==> config.mk <==
export PLATFORM = sky130hd
export DESIGN_NAME = ex_dma_loader
export DESIGN_NICKNAME = d
export VERILOG_FILES = /design/src/rtl/ex_dma_loader.sv
export SDC_FILE = /design/constraint.sdc
export NUM_CORES = 1
export LEC_CHECK = 0
export BUFFER_PORTS_ARGS = -buffer_cell sky130_fd_sc_hd__buf_2
export CAP_MARGIN = 10
export CORE_MARGIN = 2
export CORE_UTILIZATION = 56
export CTS_BUF_LIST = sky130_fd_sc_hd__clkbuf_4 sky130_fd_sc_hd__clkbuf_8 sky130_fd_sc_hd__clkbuf_16
export CTS_CLUSTER_SIZE = 28
export DETAILED_ROUTE_END_ITERATION = 12
export PLACE_DENSITY = 0.8
export SLEW_MARGIN = 10
export SYNTH_ARGS = -nofsm -noshare
export SYNTH_HDL_FRONTEND = slang
export SYNTH_SLANG_ARGS = --single-unit
export TNS_END_PERCENT = 1
==> constraint.sdc <==
create_clock -name clk -period 3 [get_ports clk]
set_clock_uncertainty 0.1 [all_clocks]
set_input_delay 0.45 -clock clk [delete_from_list [all_inputs] [get_ports clk]]
set_output_delay 0.45 -clock clk [all_outputs]
set_load 0.05 [all_outputs]
==> src/rtl/ex_dma_loader.sv <==
// ============================================================================
// Module   : ex_dma_loader
// Brief    : Packs a host byte stream into little-endian 32-bit words and
//            writes them to the data memory external port.
// Revision : 1.0 - initial release
// ============================================================================
`default_nettype none

module ex_dma_loader #(
  parameter int ADDR_W = 16,
  parameter int CNT_W  = 16
) (
  input  logic              clk,
  input  logic              rst,
  input  logic              cfg_start,
  input  logic              cfg_abort,
  input  logic [ADDR_W-1:0] cfg_base_addr,
  input  logic [CNT_W-1:0]  cfg_byte_cnt,
  input  logic              in_valid,
  input  logic [7:0]        in_data,
  output logic              in_ready,
  output logic [ADDR_W-1:0] ex_addr,
  output logic [31:0]       ex_wrt_data,
  output logic              ex_wrt_en,
  output logic              busy,
  output logic              done,
  output logic              err
);

  typedef enum logic [1:0] {
    S_IDLE  = 2'd0,
    S_PACK  = 2'd1,
    S_WRITE = 2'd2,
    S_DONE  = 2'd3
  } state_t;

  localparam logic [ADDR_W-1:0] c_addr_step = ADDR_W'(4);
  localparam logic [CNT_W-1:0]  c_cnt_one   = CNT_W'(1);

  state_t            r_state;
  state_t            w_state_nxt;
  logic [ADDR_W-1:0] r_addr;
  logic [CNT_W-1:0]  r_cnt;
  logic [31:0]       r_word;
  logic [31:0]       w_word_nxt;
  logic [1:0]        r_lane;
  logic              w_xfer;
  logic              w_start_ok;
  logic              w_start_bad;
  logic              w_last_byte;

  assign in_ready    = (r_state == S_PACK);
  assign busy        = (r_state == S_PACK) || (r_state == S_WRITE);
  assign w_xfer      = in_valid && in_ready;
  assign w_start_ok  = (r_state == S_IDLE) && cfg_start && (cfg_base_addr[1:0] == 2'b00);
  assign w_start_bad = (r_state == S_IDLE) && cfg_start && (cfg_base_addr[1:0] != 2'b00);
  // A word closes when its top lane fills or the job runs out of bytes.
  assign w_last_byte = w_xfer && ((r_lane == 2'd3) || (r_cnt == c_cnt_one));

  always_comb begin
    w_word_nxt = r_word;
    if (w_xfer) begin
      w_word_nxt[{r_lane, 3'b000} +: 8] = in_data;
    end
  end

  always_ff @(posedge clk) begin
    if (rst) begin
      r_state <= S_IDLE;
    end else begin
      r_state <= w_state_nxt;
    end
  end

  always_comb begin
    w_state_nxt = r_state;
    case (r_state)
      S_IDLE: begin
        if (w_start_ok && (cfg_byte_cnt != '0)) begin
          w_state_nxt = S_PACK;
        end
      end
      S_PACK: begin
        if (cfg_abort) begin
          w_state_nxt = S_IDLE;
        end else if (w_last_byte) begin
          w_state_nxt = S_WRITE;
        end
      end
      S_WRITE: begin
        if (cfg_abort) begin
          w_state_nxt = S_IDLE;
        end else if (r_cnt == '0) begin
          w_state_nxt = S_DONE;
        end else begin
          w_state_nxt = S_PACK;
        end
      end
      S_DONE:  w_state_nxt = S_IDLE;
      default: w_state_nxt = S_IDLE;
    endcase
  end

  always_ff @(posedge clk) begin
    if (rst) begin
      r_addr      <= '0;
      r_cnt       <= '0;
      r_word      <= '0;
      r_lane      <= '0;
      ex_addr     <= '0;
      ex_wrt_data <= '0;
      ex_wrt_en   <= 1'b0;
      done        <= 1'b0;
      err         <= 1'b0;
    end else begin
      // Write strobe is registered so it lines up with the WRITE state.
      ex_wrt_en <= (w_state_nxt == S_WRITE);
      done      <= (w_state_nxt == S_DONE) || (w_start_ok && (cfg_byte_cnt == '0));
      err       <= w_start_bad;

      if (w_start_ok && (cfg_byte_cnt != '0)) begin
        r_addr <= cfg_base_addr;
        r_cnt  <= cfg_byte_cnt;
        r_word <= '0;
        r_lane <= '0;
      end

      if (r_state == S_PACK) begin
        if (cfg_abort) begin
          r_word <= '0;
          r_lane <= '0;
        end else if (w_xfer) begin
          r_word <= w_word_nxt;
          r_cnt  <= r_cnt - c_cnt_one;
          r_lane <= r_lane + 2'd1;
        end
        if (w_state_nxt == S_WRITE) begin
          ex_addr     <= r_addr;
          ex_wrt_data <= w_word_nxt;
        end
      end

      if (r_state == S_WRITE) begin
        r_addr <= r_addr + c_addr_step;
        r_word <= '0;
        r_lane <= '0;
      end
    end
  end

endmodule

`default_nettype wire

==> metrics <==
wire length of the first global-routing pass approximately 26000 µm; later-pin clock latency in the skew report about 0.52 ns; hold-fix buffer count after cts 0; std cell rows 36; DR vias ~5700; clk sink count about 120; Cell Pwr Density approximately 560 nW/µm²; die boundary width about 110 µm; CP Class reg2reg; met3 track demand over resource in global routing 6.86%; area growth from synthesis to final layout 19.6%; final cycle utilization of the critical path between 90% and 100%; total length of routed wires 16300 µm; sum of overflow across all layers after global routing 0; final antenna-violating net count 0; TritonCTS clock tree done; count of placed standard cells in the final layout, fillers left out between 800 and 900; routability cong. around 0.89; Synth Flop Type dfxtp_1; mean number of vias per cell 6.35; class of the tightest hold or removal check in2reg; top achievable clock speed between 0.3 and 0.4 GHz; outcome completed; detailed-router iteration count before antenna repair 5; number of gates resized after CTS 0; largest voltage drop on the vdd net about 0.37 mV; met2 usage between 40% and 50%; CTS Buf Count 17; compound-gate portion of the synthesized area 30.4%; HPWL after DPL about 11000 µm; Die Y-Extent 105 µm; Remaining DRCs 0; worst-path maximum fanout 9; Worst Hold Margin between 0.09 and 0.1 ns; CTS root buf clkbuf_8; CP Capture Point r_word[28]; core area just under 10000 µm²; synthesized net count about 720; worst path cell trace ha_1 > buf_4 > nand2_1 > or3_1 > nor3b_2 > a22oi_1 > a2bb2oi_1 > nor2_1; number of failing setup endpoints in the final timing report 0; number of antenna violations at the first check in global routing 0; number of cells traversed by the worst register-to-register path 8; mux cell area share after synthesis less than 1%; count of inserted antenna diode cells 0; number of cells produced by synthesis between 600 and 700; dominant combinational cell family by area after synthesis compound AO/OA/AOI/OAI gates; unrepaired setup endpoints after global routing no; Post-synth EDFFs 0; max-slew violation total from the final report 0; Worst-path clk slew ~0.050 ns; sequential cell area fraction in the yosys report about two fifths; number of DRC markers after the initial detailed-route iteration between 500 and 600; commonest cells after routing, fill and taps aside dfxtp_1, a21oi_1, buf_2; cell area after layout roughly 6900 µm²; Die Area approximately 11000 µm²; relative slew slack 55.0%; pin count of the biggest net entering global routing between 40 and 50; layout cells sized above 1 around a quarter; critical path's slowest cell nor3b_2; final hold violation count 0; capturing point of the worst reg2reg path r_word[28]; setup TNS 0 ns; commonest non-fill, non-tap cell in the layout dfxtp_1; Layout Utilization just under 70%; Simple-Gate Fraction of Synth Area about a fifth; via count of the first global-routing pass approximately 5400; buffers from clock root to sink, at most 2; launch instance of the worst register-to-register path r_state[0]; post-layout net count around 800; Port Buf Inserts 97; met1 capacity usage during global routing between 30% and 40%; startpoint of the worst setup timing path r_state[0]; post-synth cell types 61; Critical Path Max Stage Delay ~0.60 ns; xor/xnor cell area share of the yosys netlist 0%; Post-Syn Area per Cell between 8 and 9 µm²; Initial Util between 50% and 60%; number of instances in the placed design around 870; CP arrival 3.06 ns; number of warning messages in the yosys log 0; number of flip-flops and latches in the synthesized netlist roughly 120; R2R setup slack about 0.3 ns; cell area after placement around 6300 µm²; busiest metal layer after global routing met2; Req. time, crit path ~3.4 ns; # Post-CTS Setup Buffers 0; CTS HTree Levels 4; overall fraction of global-route tracks in use 29.4%; Critical Path Sink Type flip-flop; Post-Synthesis Cell Area roughly 5700 µm²; maxcap violations 0; Synth async-reset ratio 0%; min cycle time layout between 2 and 3 ns; routed wirelength normalized by instance count between 15 and 20 µm; kind of launch point of the worst setup path flip-flop; static leakage between 2 and 3 nW; adder-cell area share of the yosys netlist under 10%; count of boundary I/O pins 98; Worst Tran Pin Value around 0.67 ns
==> flip-flops by register name, indices dropped and copies added (netlist names) <==
register,cells
r_addr,16
r_state,2
r_cnt,16
err,1
ex_addr,16
ex_wrt_data,32
ex_wrt_en,1
r_word,32
r_lane,2
done,1
==> cells by family after synthesis <==
| kind of cell | after synthesis |
|---|---|
| compound gates | 245 |
| fa+ha+maj | 12 |
| buf+inv | 60 |
| flops | 119 |
| mux | 4 |
| simple gates | 227 |
==> cell usage after synthesis, types with 12 or more instances <==
cell / instances / share of area, %
dfxtp_1: 119 / 42
a21oi_1: 99 / 8.6
nor2_1: 93 / 6.1
clkbuf_1: 33 / 2.2
a22oi_1: 32 / 4.2
a211oi_2: 31 / 6.8
nand3_1: 31 / 2.7
nand2_1: 28 / 1.8
o21ai_0: 26 / 2.3
nor3_1: 23 / 2.0
ha_1: 12 / 2.6
==> worst min-delay path by stage <==
stage,depth (start not counted),start,end
global placement,2,r_addr[1],ex_addr[1]
floorplan,2,r_addr[0],ex_addr[0]
CTS,3,cfg_base_addr[12],r_addr[12]
finish,3,cfg_base_addr[4],r_addr[4]
detailed placement,2,r_addr[1],ex_addr[1]
global route,3,cfg_base_addr[12],r_addr[12]
==> per-layer routing <==
layer	up-vias	wire, µm
met5	-	0
met4	0	277
met3	30	1400
met2	298	7540
met1	2713	7090
li1	2651	-
==> per-stage QoR <==
stage,setup WS (ns),total power [mW]
final,0.291,3.87
after global routing,0.125,3.98
after CTS,0.331,3.86
after detailed placement,0.198,1.97
after global placement,0.205,1.96
after floorplan,0.0803,1.87
==> layout make-up <==
class	instances	area [µm²]
Clock buffer	26	519
Clock inverter	3	40.0
Fill cell	728	3000
Inverter	9	33.8
Multi-Input combinational cell	488	3050
Sequential cell	119	2380
Tap cell	133	166
Timing Repair Buffer	118	671
==> where the power goes <==
| part | leakage [nW] | total [mW] | switching (mW) | internal [mW] |
|---|---|---|---|---|
| Combinational | 1.30 | 0.304 | 0.200 | 0.104 |
| Sequential | 0.962 | 1.64 | 0.0310 | 1.61 |
| Clock | 0.283 | 1.92 | 0.679 | 1.24 |
==> worst max-delay path, delay by kind of cell (launching register included) <==
family / cells / cell delay, ns
flip-flops: 1 / 0.46
AND/OR/NAND/NOR: 4 / 1.16
AO/OA/AOI/OAI: 2 / 0.45
adder cells (fa/ha/maj): 1 / 0.28
buffers and inverters: 1 / 0.18
Power figures use the tool's default switching activity.
